===== src/rtl/mips_pkg.sv =====
// Shared MIPS datapath definitions: ALU operation codes, forwarding selects, default widths.
package mips_pkg;

    localparam int DATA_WIDTH     = 32;
    localparam int REG_ADDR_WIDTH = 5;

    localparam logic [3:0] ALU_AND = 4'b0000;
    localparam logic [3:0] ALU_OR  = 4'b0001;
    localparam logic [3:0] ALU_NOR = 4'b0010;
    localparam logic [3:0] ALU_ADD = 4'b0011;
    localparam logic [3:0] ALU_SUB = 4'b0100;
    localparam logic [3:0] ALU_LUI = 4'b0101;
    localparam logic [3:0] ALU_SLL = 4'b0110;
    localparam logic [3:0] ALU_SRL = 4'b0111;

    typedef enum logic [1:0] {
        FWD_REG   = 2'b00,
        FWD_MEMWB = 2'b01,
        FWD_EXMEM = 2'b10
    } fwd_sel_t;

endpackage


===== src/rtl/forwarding_unit.sv =====
// Forwarding select for the EX operands; EX/MEM beats MEM/WB, register 0 never forwarded.
// Latency: combinational. Backpressure: none, pure decode of the current EX/MEM and MEM/WB fields.
// Hazard source: only valid when the EX stage register numbers are stable for the cycle.
module forwarding_unit import mips_pkg::*; #(
    parameter int REG_ADDR_WIDTH = mips_pkg::REG_ADDR_WIDTH
) (
    input  logic [REG_ADDR_WIDTH-1:0] ex_rs,
    input  logic [REG_ADDR_WIDTH-1:0] ex_rt,
    input  logic                      exmem_reg_write,
    input  logic [REG_ADDR_WIDTH-1:0] exmem_rd,
    input  logic                      memwb_reg_write,
    input  logic [REG_ADDR_WIDTH-1:0] memwb_rd,
    output fwd_sel_t                  fwd_a,
    output fwd_sel_t                  fwd_b
);

    logic exmem_live;
    logic memwb_live;

    assign exmem_live = exmem_reg_write && (exmem_rd != '0);
    assign memwb_live = memwb_reg_write && (memwb_rd != '0);

    always_comb begin
        fwd_a = FWD_REG;
        fwd_b = FWD_REG;
        if (exmem_live && (exmem_rd == ex_rs)) begin
            fwd_a = FWD_EXMEM;
        end else if (memwb_live && (memwb_rd == ex_rs)) begin
            fwd_a = FWD_MEMWB;
        end
        if (exmem_live && (exmem_rd == ex_rt)) begin
            fwd_b = FWD_EXMEM;
        end else if (memwb_live && (memwb_rd == ex_rt)) begin
            fwd_b = FWD_MEMWB;
        end
    end

endmodule


===== src/rtl/id_ex_stage.sv =====
// ID/EX pipeline register feeding the ALU, with load-use (and RAW, without forwarding) stall.
// Latency: 1 cycle ID->ALU inputs; forwarding muxes are combinational from EX/MEM and MEM/WB.
// Backpressure: stall holds PC and IF/ID for one cycle and loads a bubble. Macro ID_EX_FORWARDING_EN.
module id_ex_stage import mips_pkg::*; #(
    parameter int DATA_WIDTH     = mips_pkg::DATA_WIDTH,
    parameter int REG_ADDR_WIDTH = mips_pkg::REG_ADDR_WIDTH
) (
    input  logic                      clk,
    input  logic                      reset,
    input  logic                      id_valid,
    input  logic [3:0]                id_alu_op,
    input  logic [DATA_WIDTH-1:0]     id_read_data_1,
    input  logic [DATA_WIDTH-1:0]     id_read_data_2,
    input  logic [DATA_WIDTH-1:0]     id_imm,
    input  logic                      id_alu_src,
    input  logic [4:0]                id_shamt,
    input  logic [REG_ADDR_WIDTH-1:0] id_rs,
    input  logic [REG_ADDR_WIDTH-1:0] id_rt,
    input  logic [REG_ADDR_WIDTH-1:0] id_rd,
    input  logic                      id_reg_write,
    input  logic                      id_mem_read,
    input  logic                      flush,
    input  logic                      exmem_reg_write,
    input  logic [REG_ADDR_WIDTH-1:0] exmem_rd,
    input  logic [DATA_WIDTH-1:0]     exmem_alu_result,
    input  logic                      memwb_reg_write,
    input  logic [REG_ADDR_WIDTH-1:0] memwb_rd,
    input  logic [DATA_WIDTH-1:0]     memwb_write_data,
    output logic                      stall,
    output logic [3:0]                ALUOperation,
    output logic [DATA_WIDTH-1:0]     A,
    output logic [DATA_WIDTH-1:0]     B,
    output logic [5:0]                shamt,
    output logic                      ex_valid,
    output logic                      ex_reg_write,
    output logic                      ex_mem_read,
    output logic [REG_ADDR_WIDTH-1:0] ex_rd,
    output logic [DATA_WIDTH-1:0]     ex_store_data
);

    typedef struct packed {
        logic                      valid;
        logic [3:0]                alu_op;
        logic [DATA_WIDTH-1:0]     rd1;
        logic [DATA_WIDTH-1:0]     rd2;
        logic [DATA_WIDTH-1:0]     imm;
        logic                      alu_src;
        logic [4:0]                shamt;
        logic [REG_ADDR_WIDTH-1:0] rs;
        logic [REG_ADDR_WIDTH-1:0] rt;
        logic [REG_ADDR_WIDTH-1:0] rd;
        logic                      reg_write;
        logic                      mem_read;
    } idex_t;

    idex_t                 ex_q;
    logic                  bubble;
    logic                  load_use;
    logic                  id_uses_ex_rd;
    logic [DATA_WIDTH-1:0] a_fwd;
    logic [DATA_WIDTH-1:0] rt_fwd;

    assign id_uses_ex_rd = (ex_q.rd != '0) && ((ex_q.rd == id_rs) || (ex_q.rd == id_rt));
    assign load_use      = ex_q.valid && ex_q.mem_read && id_valid && id_uses_ex_rd;

`ifdef ID_EX_FORWARDING_EN
    fwd_sel_t fwd_a;
    fwd_sel_t fwd_b;

    forwarding_unit #(.REG_ADDR_WIDTH(REG_ADDR_WIDTH)) u_fwd (
        .ex_rs           (ex_q.rs),
        .ex_rt           (ex_q.rt),
        .exmem_reg_write (exmem_reg_write),
        .exmem_rd        (exmem_rd),
        .memwb_reg_write (memwb_reg_write),
        .memwb_rd        (memwb_rd),
        .fwd_a           (fwd_a),
        .fwd_b           (fwd_b)
    );

    always_comb begin
        a_fwd  = ex_q.rd1;
        rt_fwd = ex_q.rd2;
        case (fwd_a)
            FWD_EXMEM: a_fwd = exmem_alu_result;
            FWD_MEMWB: a_fwd = memwb_write_data;
            default:   a_fwd = ex_q.rd1;
        endcase
        case (fwd_b)
            FWD_EXMEM: rt_fwd = exmem_alu_result;
            FWD_MEMWB: rt_fwd = memwb_write_data;
            default:   rt_fwd = ex_q.rd2;
        endcase
    end

    assign stall = load_use;
`else
    logic raw_ex;
    logic raw_exmem;
    logic unused_nofwd;

    // Register file writes before it reads, so only EX and EX/MEM producers must be waited out.
    assign raw_ex    = id_valid && ex_q.valid && ex_q.reg_write && id_uses_ex_rd;
    assign raw_exmem = id_valid && exmem_reg_write && (exmem_rd != '0)
                       && ((exmem_rd == id_rs) || (exmem_rd == id_rt));
    assign stall     = load_use || raw_ex || raw_exmem;

    assign a_fwd  = ex_q.rd1;
    assign rt_fwd = ex_q.rd2;

    assign unused_nofwd = ^{exmem_alu_result, memwb_reg_write, memwb_rd, memwb_write_data,
                            ex_q.rs, ex_q.rt};
`endif

    assign bubble = reset || flush || stall;

    always_ff @(posedge clk) begin
        if (bubble) begin
            ex_q <= '0;
        end else begin
            ex_q <= '{valid:     id_valid,
                      alu_op:    id_alu_op,
                      rd1:       id_read_data_1,
                      rd2:       id_read_data_2,
                      imm:       id_imm,
                      alu_src:   id_alu_src,
                      shamt:     id_shamt,
                      rs:        id_rs,
                      rt:        id_rt,
                      rd:        id_rd,
                      reg_write: id_reg_write,
                      mem_read:  id_mem_read};
        end
    end

    assign ALUOperation  = ex_q.alu_op;
    assign A             = a_fwd;
    assign B             = ex_q.alu_src ? ex_q.imm : rt_fwd;
    assign shamt         = {1'b0, ex_q.shamt};
    assign ex_store_data = rt_fwd;
    assign ex_valid      = ex_q.valid;
    assign ex_reg_write  = ex_q.reg_write;
    assign ex_mem_read   = ex_q.mem_read;
    assign ex_rd         = ex_q.rd;

endmodule


===== config.mk =====
export PLATFORM = sky130hd
export DESIGN_NAME = id_ex_stage
export DESIGN_NICKNAME = d
export VERILOG_FILES = /design/src/rtl/mips_pkg.sv /design/src/rtl/forwarding_unit.sv /design/src/rtl/id_ex_stage.sv
export SDC_FILE = /design/constraint.sdc
export NUM_CORES = 1
export LEC_CHECK = 0
export CORE_ASPECT_RATIO = 0.7
export CORE_UTILIZATION = 31
export CTS_CLUSTER_DIAMETER = 100
export DETAILED_ROUTE_END_ITERATION = 7
export HOLD_SLACK_MARGIN = 0.03
export PLACE_DENSITY_LB_ADDON = 0.1
export RECOVER_POWER = 25
export SETUP_SLACK_MARGIN = 0.05
export SYNTH_ARGS = -nofsm -noshare
export SYNTH_HDL_FRONTEND = slang
export SYNTH_HIERARCHICAL = 1
export SYNTH_SLANG_ARGS = --single-unit

===== constraint.sdc =====
create_clock -name clk -period 1.9 [get_ports clk]
set_input_delay 0.38 -clock clk [delete_from_list [all_inputs] [get_ports clk]]
set_output_delay 0.38 -clock clk [all_outputs]
set_load 0.005 [all_outputs]

==> metrics, run 1 <==
# setup viols final=0; total clock buffers created by CTS=17; Clk Latency, worst-skew pair=0.40 ns; compound-cell area share of the yosys netlist=1.083%; grt peak-use layer=met2; Post-Syn Nets=610; Yosys top cell by area=dfxtp_1; area grow syn2layout=72.76%; CTS root buf=clkbuf_16; # diodes=0; Syn Std Cell Area=4390 µm²; startpoint types=flip-flop; multiplexer area fraction after synthesis=8.207%; TritonCTS sink count=114; Register-to-Register Path Depth=7; vias in the first global route=3454; period utilization=98.75%; routability cong.=0.7062; yosys warns=6; Pleak=3.533 nW; Die Y=101.6 µm; Final Hold Vio Count=0; hold_ws=0.5436 ns; cell row count=35; Post-route DRC=0; port bufs=246; clock buffer depth=2; synthesized flop and latch total=114; largest family of logic cells by synthesized area=simple AND/OR/NAND/NOR gates; nets=800; Hold Buf Count CTS=0; Synth async-reset ratio=0%; pre-CTS setup slack=-0.6276 ns; Die W=144.2 µm; RSZ-0062 raised after global routing=true; M2 GR Usage=27.42%; post-synthesis cell count=407; setup_tns=0 ns; Clock Skew=0.009388 ns; Clock transition at path regs=0.06 ns; syn avg cell area=10.79 µm²; Commonest cells post-synth=and3_1 (114), dfxtp_1 (114), buf_4 (79); CTS tree=built; initial antenna violation count=0; Power Density=875.7 nW/µm²; Seq/Total Area, Yosys=51.98%; Initial Utilization=32.55%; remaining antenna violation count=0; top cells by area, synth=dfxtp_1 (52%), and3_1 (16%), buf_4 (14%), mux2_2 (8.2%), xnor2_1 (4.0%); CP arrival=1.50 ns; status=complete, no violations; layout cell share with drive strength beyond 1=23.77%; top-area cell type share of the netlist area=51.98%; Yosys cell types=21; largest net degree at the start of global routing=95; first-pass GRT wire length=18000 µm; max-cap check violation count=0; Final Util=56.23%; DR iter-0 viols=102; GRT met1 Usage=18.45%; Post-Synth Adder-Cell Area=0%; via count=3352; maximum VDD drop=0.6662 mV; Initial DRT Pass Iterations=4; routed vias/inst=4.216; routed len/inst=15.41 µm; die area=14650 µm²; all-layer global routing usage=16.29%; Synth Area in Simple Gates=17.47%; Crit Path Max Fanout=4; Congestion Overflow GR=0; Ports=318; Hold Crit Class=in -> reg; Top FF cell, synth=dfxtp_1; grt met3 use=8.132%; area of the core=13490 µm²; WP data required=1.52 ns; worst setup margin=0.02368 ns; kind of critical path=reg -> out; DPL Wire Length=8043 µm; WL final=12250 µm; Hold Crit Depth=2; fin. max-slew vios=0; EDFF count, synth=0; CP Capture Type=primary output; xor/xnor share of the synthesized area=3.990%; H-tree level count=4; post-layout minimum cycle time=1.876 ns; max frequency=0.5330 GHz
final cells by class:
cell class                 count  area [µm²]
clock buffer                  18       439.2
clock inverter                14       177.7
fill                        1162        5903
inverter                       1       3.754
multi-input combinational    185        1516
sequential                   114        2297
tap                          185       231.5
timing repair buffer         278        2919
routing by layer:
layer	vias to the layer above	part of all wire [%]
li1	1679	-
met1	1537	41
met2	134	49
met3	2	11
met4	0	0.32
met5	-	0
where the power goes:
part           leakage [nW]  total, mW  internal, mW  switching [mW]
Sequential            0.940       2.53          2.49          0.0416
Combinational          2.29      0.820         0.588           0.232
Clock                 0.302       3.29          2.12            1.17
placed cells by master (no fill, tap or decap), types with 2 or more instances in the layout:
cell type,synthesis,final
clkdlybuf4s50_1,0,169
and3_1,114,114
dfxtp_1,114,108
buf_6,6,43
mux2_4,0,32
dlygate4sd3_1,0,29
xnor2_1,20,19
clkbuf_16,0,18
dlygate4sd2_1,0,10
buf_4,79,8
buf_12,0,6
nand3_1,4,4
nand2_1,4,4
inv_6,0,4
clkinv_4,0,4
buf_2,0,4
buf_8,0,4
bufinv_16,0,3
dfxtp_4,0,3
dfxtp_2,0,3
o22ai_2,0,2
clkinv_2,0,2
buf_16,0,2
dlymetal6s2s_1,0,2
state kept, by name, indices dropped and copies added, names as in the netlist, 4 cells and up:
name,cells
A,32
ex_store_data,32
ALUOperation,4
shamt,5
ex_q,33
ex_rd,5
kinds of logic after synthesis:
kind of cell,after synthesis
mux,32
buf+inv,108
compound gates,6
simple gates,126
xor+xnor,20
other cells,1
flops,114
worst max-delay path: stages (launching register included):
cell and delay [ns]:
dfxtp_4 0.43, buf_12 0.13, buf_8 0.11, mux2_4 0.31, buf_6 0.12
worst paths after layout:
kind,startpoint,to,slack (ns)
worst max-delay path,ex_q[22],B[12],0.02
worst min-delay path,id_read_data_1[22],A[22],0.54
worst max register to register,ex_rd[2],ex_store_data[13],0.18
worst min register to register,ex_valid,ex_q[53],1.13
what timing repair did:
action | 4_1_cts | 5_1_grt
setup endpoints to repair | 129 | 127
gates resized for setup | 242 | 12
pin swaps | 5 | 5
buffers inserted | 15 | 0
cloned | 1 | 1
stage by stage:
step                      power (mW)  cell area (µm²)  std cells
after floorplan                2.876             4390        407
after global placement         3.332             6530        746
after detailed placement       3.339             6530        746
after CTS                      6.732             7506        794
after global routing           6.921             7585        795
final                          6.642             7585        795
Power figures use the tool's default switching activity.
==> run 2: changes to the inputs <==
Settings changed: SLEW_MARGIN set to 5.
==> results of run 2 <==
Same layout as run 1: the final DEF is identical, and so are final timing and power.
==> run 3: changes to the inputs <==
Settings changed: TNS_END_PERCENT set to 20.
==> run 3 against run 2 <==
- die area unchanged
- flip-flop and latch count unchanged
- clock-buffer cell count unchanged
- combinational power barely moved
- first-iteration DRC count grew 3.9%
- register-to-register slack barely moved
- worst setup slack hardly changed
- sequential share of layout area barely moved
- clock power hardly changed
- hold slack about the same
- utilization fell by 0.084 points
- power about the same
- largest cell class unchanged
==> metrics, run 3 (same netlist as run 1, synthesis figures left out) <==
P_int=5.195 mW (was 5.197 mW); hold_ws=0.5434 ns (was 0.5436 ns); max incr delay on CP=0.43 ns (about the same); WP data required=1.52 ns (about the same); switching portion of total power=21.76% (was 21.75%); Power Density=876.7 nW/µm² (was 875.7 nW/µm²); Crit Path Max Fanout=4 (unchanged); WL final=12250 µm (about the same); vias in the first global route=3443 (was 3454); layout cell share with drive strength beyond 1=23.77% (unchanged); clock buffer depth=2 (unchanged); Congestion Overflow GR=0 (unchanged); pre-CTS setup slack=-0.6276 ns (unchanged); RSZ-0062 raised after global routing=true (unchanged); Final Hold Vio Count=0 (unchanged); commonest cells after routing, fill and taps aside=clkdlybuf4s50_1 (168), and3_1 (114), dfxtp_1 (108) (was clkdlybuf4s50_1 (169), and3_1 (114), dfxtp_1 (108)); setup_tns=0 ns (unchanged); via count=3352 (unchanged); Die Y=101.6 µm (unchanged); post-layout minimum cycle time=1.876 ns (about the same); combinational power share=12.3% (about the same); first-pass GRT wire length=17990 µm (was 18000 µm); period utilization=98.75% (about the same); Clk Latency, worst-skew pair=0.40 ns (about the same); CTS root buf=clkbuf_16 (unchanged); Initial Utilization=32.55% (unchanged); Final Non-Filler Cells=795 (unchanged); area of the core=13490 µm² (unchanged); CP Capture Type=primary output (unchanged); status=complete, no violations (unchanged); Clock transition at path regs=0.06 ns (about the same); die area=14650 µm² (unchanged); nets=800 (unchanged); Die W=144.2 µm (unchanged); Largest register FFs=33 (unchanged); DR iter-0 viols=106 (was 102); Initial DRT Pass Iterations=4 (unchanged); H-tree level count=4 (unchanged); CP arrival=1.50 ns (about the same); DPL Wire Length=8043 µm (unchanged); Post-route DRC=0 (unchanged); routed vias/inst=4.216 (unchanged); initial antenna violation count=0 (unchanged); clock share of power=49.5% (about the same); Largest Register=ex_q (unchanged); routability cong.=0.7062 (unchanged); startpoint types=flip-flop (unchanged); CP Cell Sequence=buf_12 -> buf_8 -> mux2_4 -> buf_6 (unchanged); Fillers=1168 (was 1162); cell row count=35 (unchanged); dpl cells=746 (unchanged); fin. max-slew vios=0 (unchanged); # setup viols final=0 (unchanged); fin area=7574 µm² (was 7585 µm²); commonest non-fill, non-tap cell in the layout=clkdlybuf4s50_1 (unchanged); routed len/inst=15.41 µm (about the same); TritonCTS sink count=114 (unchanged); all-layer global routing usage=16.28% (was 16.29%); largest net degree at the start of global routing=95 (unchanged); max-cap check violation count=0 (unchanged); Hold Crit Class=in -> reg (unchanged); area grow syn2layout=72.50% (was 72.76%); Pleak=3.531 nW (was 3.533 nW); maximum VDD drop=0.6662 mV (about the same); Sw Pwr=1.445 mW (about the same); Ports=318 (unchanged); overall power=6.640 mW (was 6.642 mW); Clock Skew=0.009388 ns (about the same); kind of critical path=reg -> out (unchanged); Reg power frac=38.1% (about the same); # diodes=0 (unchanged); Crit-path slowest cell=dfxtp_4 (unchanged); total clock buffers created by CTS=17 (unchanged); worst setup margin=0.02368 ns (about the same); port bufs=246 (unchanged); Post-DP Area=6530 µm² (unchanged); CTS tree=built (unchanged); remaining antenna violation count=0 (unchanged); max frequency=0.5330 GHz (about the same); Final Util=56.15% (was 56.23%)
run 3: cell types whose count changed in the layout (fill, tap and decap cells not counted), sizes merged:
| cell | delta |
|---|---|
| clkdlybuf4s50 | -1 |
| dlygate4sd3 | +1 |
run 3: layout make-up:
cell class | count | area (µm²) | share of cell area, %
clock buffers | 18 | 439.2 | 5.799
clock inverters | 14 | 177.7 | 2.346
inverters | 1 | 3.754 | 0.04956
multi-input cells | 185 | 1509 | 19.92
flip-flops and latches | 114 | 2297 | 30.33
well taps | 185 | 231.5 | 3.056
repair buffers | 278 | 2915 | 38.49
run 3: timing repair:
action | CTS | global route
cloned | 1 | 1
hold buffers | 0 | 0
pin swaps | 5 | 5
endpoints found under the setup margin | 129 | 127
resized for setup | 238 | 13
buffers inserted | 15 | 0
run 3: final timing paths:
path / startpoint / to / slack (ns) / cells after the start
max: ex_q[22] / B[12] / 0.02 / 4
min: id_read_data_1[22] / A[22] / 0.54 / 2
max reg2reg: ex_rd[2] / ex_store_data[13] / 0.19 / 7
min reg2reg: ex_valid / ex_q[53] / 1.13 / 5
run 3: metal layers:
metal | GRT usage [%] | routed length [µm]
met3 | 8.132 | 1275
met4 | 3.968 | 39
met1 | 18.45 | 4993
met2 | 27.39 | 5938
met5 | 0 | 0
run 3: critical path: cells and delay by family, from the launching register on:
family,cells,cell delay [ns]
muxes,1,0.31
DFF,1,0.43
buffers and inverters,3,0.36
run 3: power groups by stage:
stage / combinational [mW] / clock, mW / sequential, mW
after floorplan: 0.305 / 0 / 2.57
after global placement: 0.751 / 0 / 2.58
after detailed placement: 0.755 / 0 / 2.58
after CTS: 0.821 / 3.37 / 2.54
after global routing: 0.879 / 3.50 / 2.54
final: 0.817 / 3.29 / 2.53
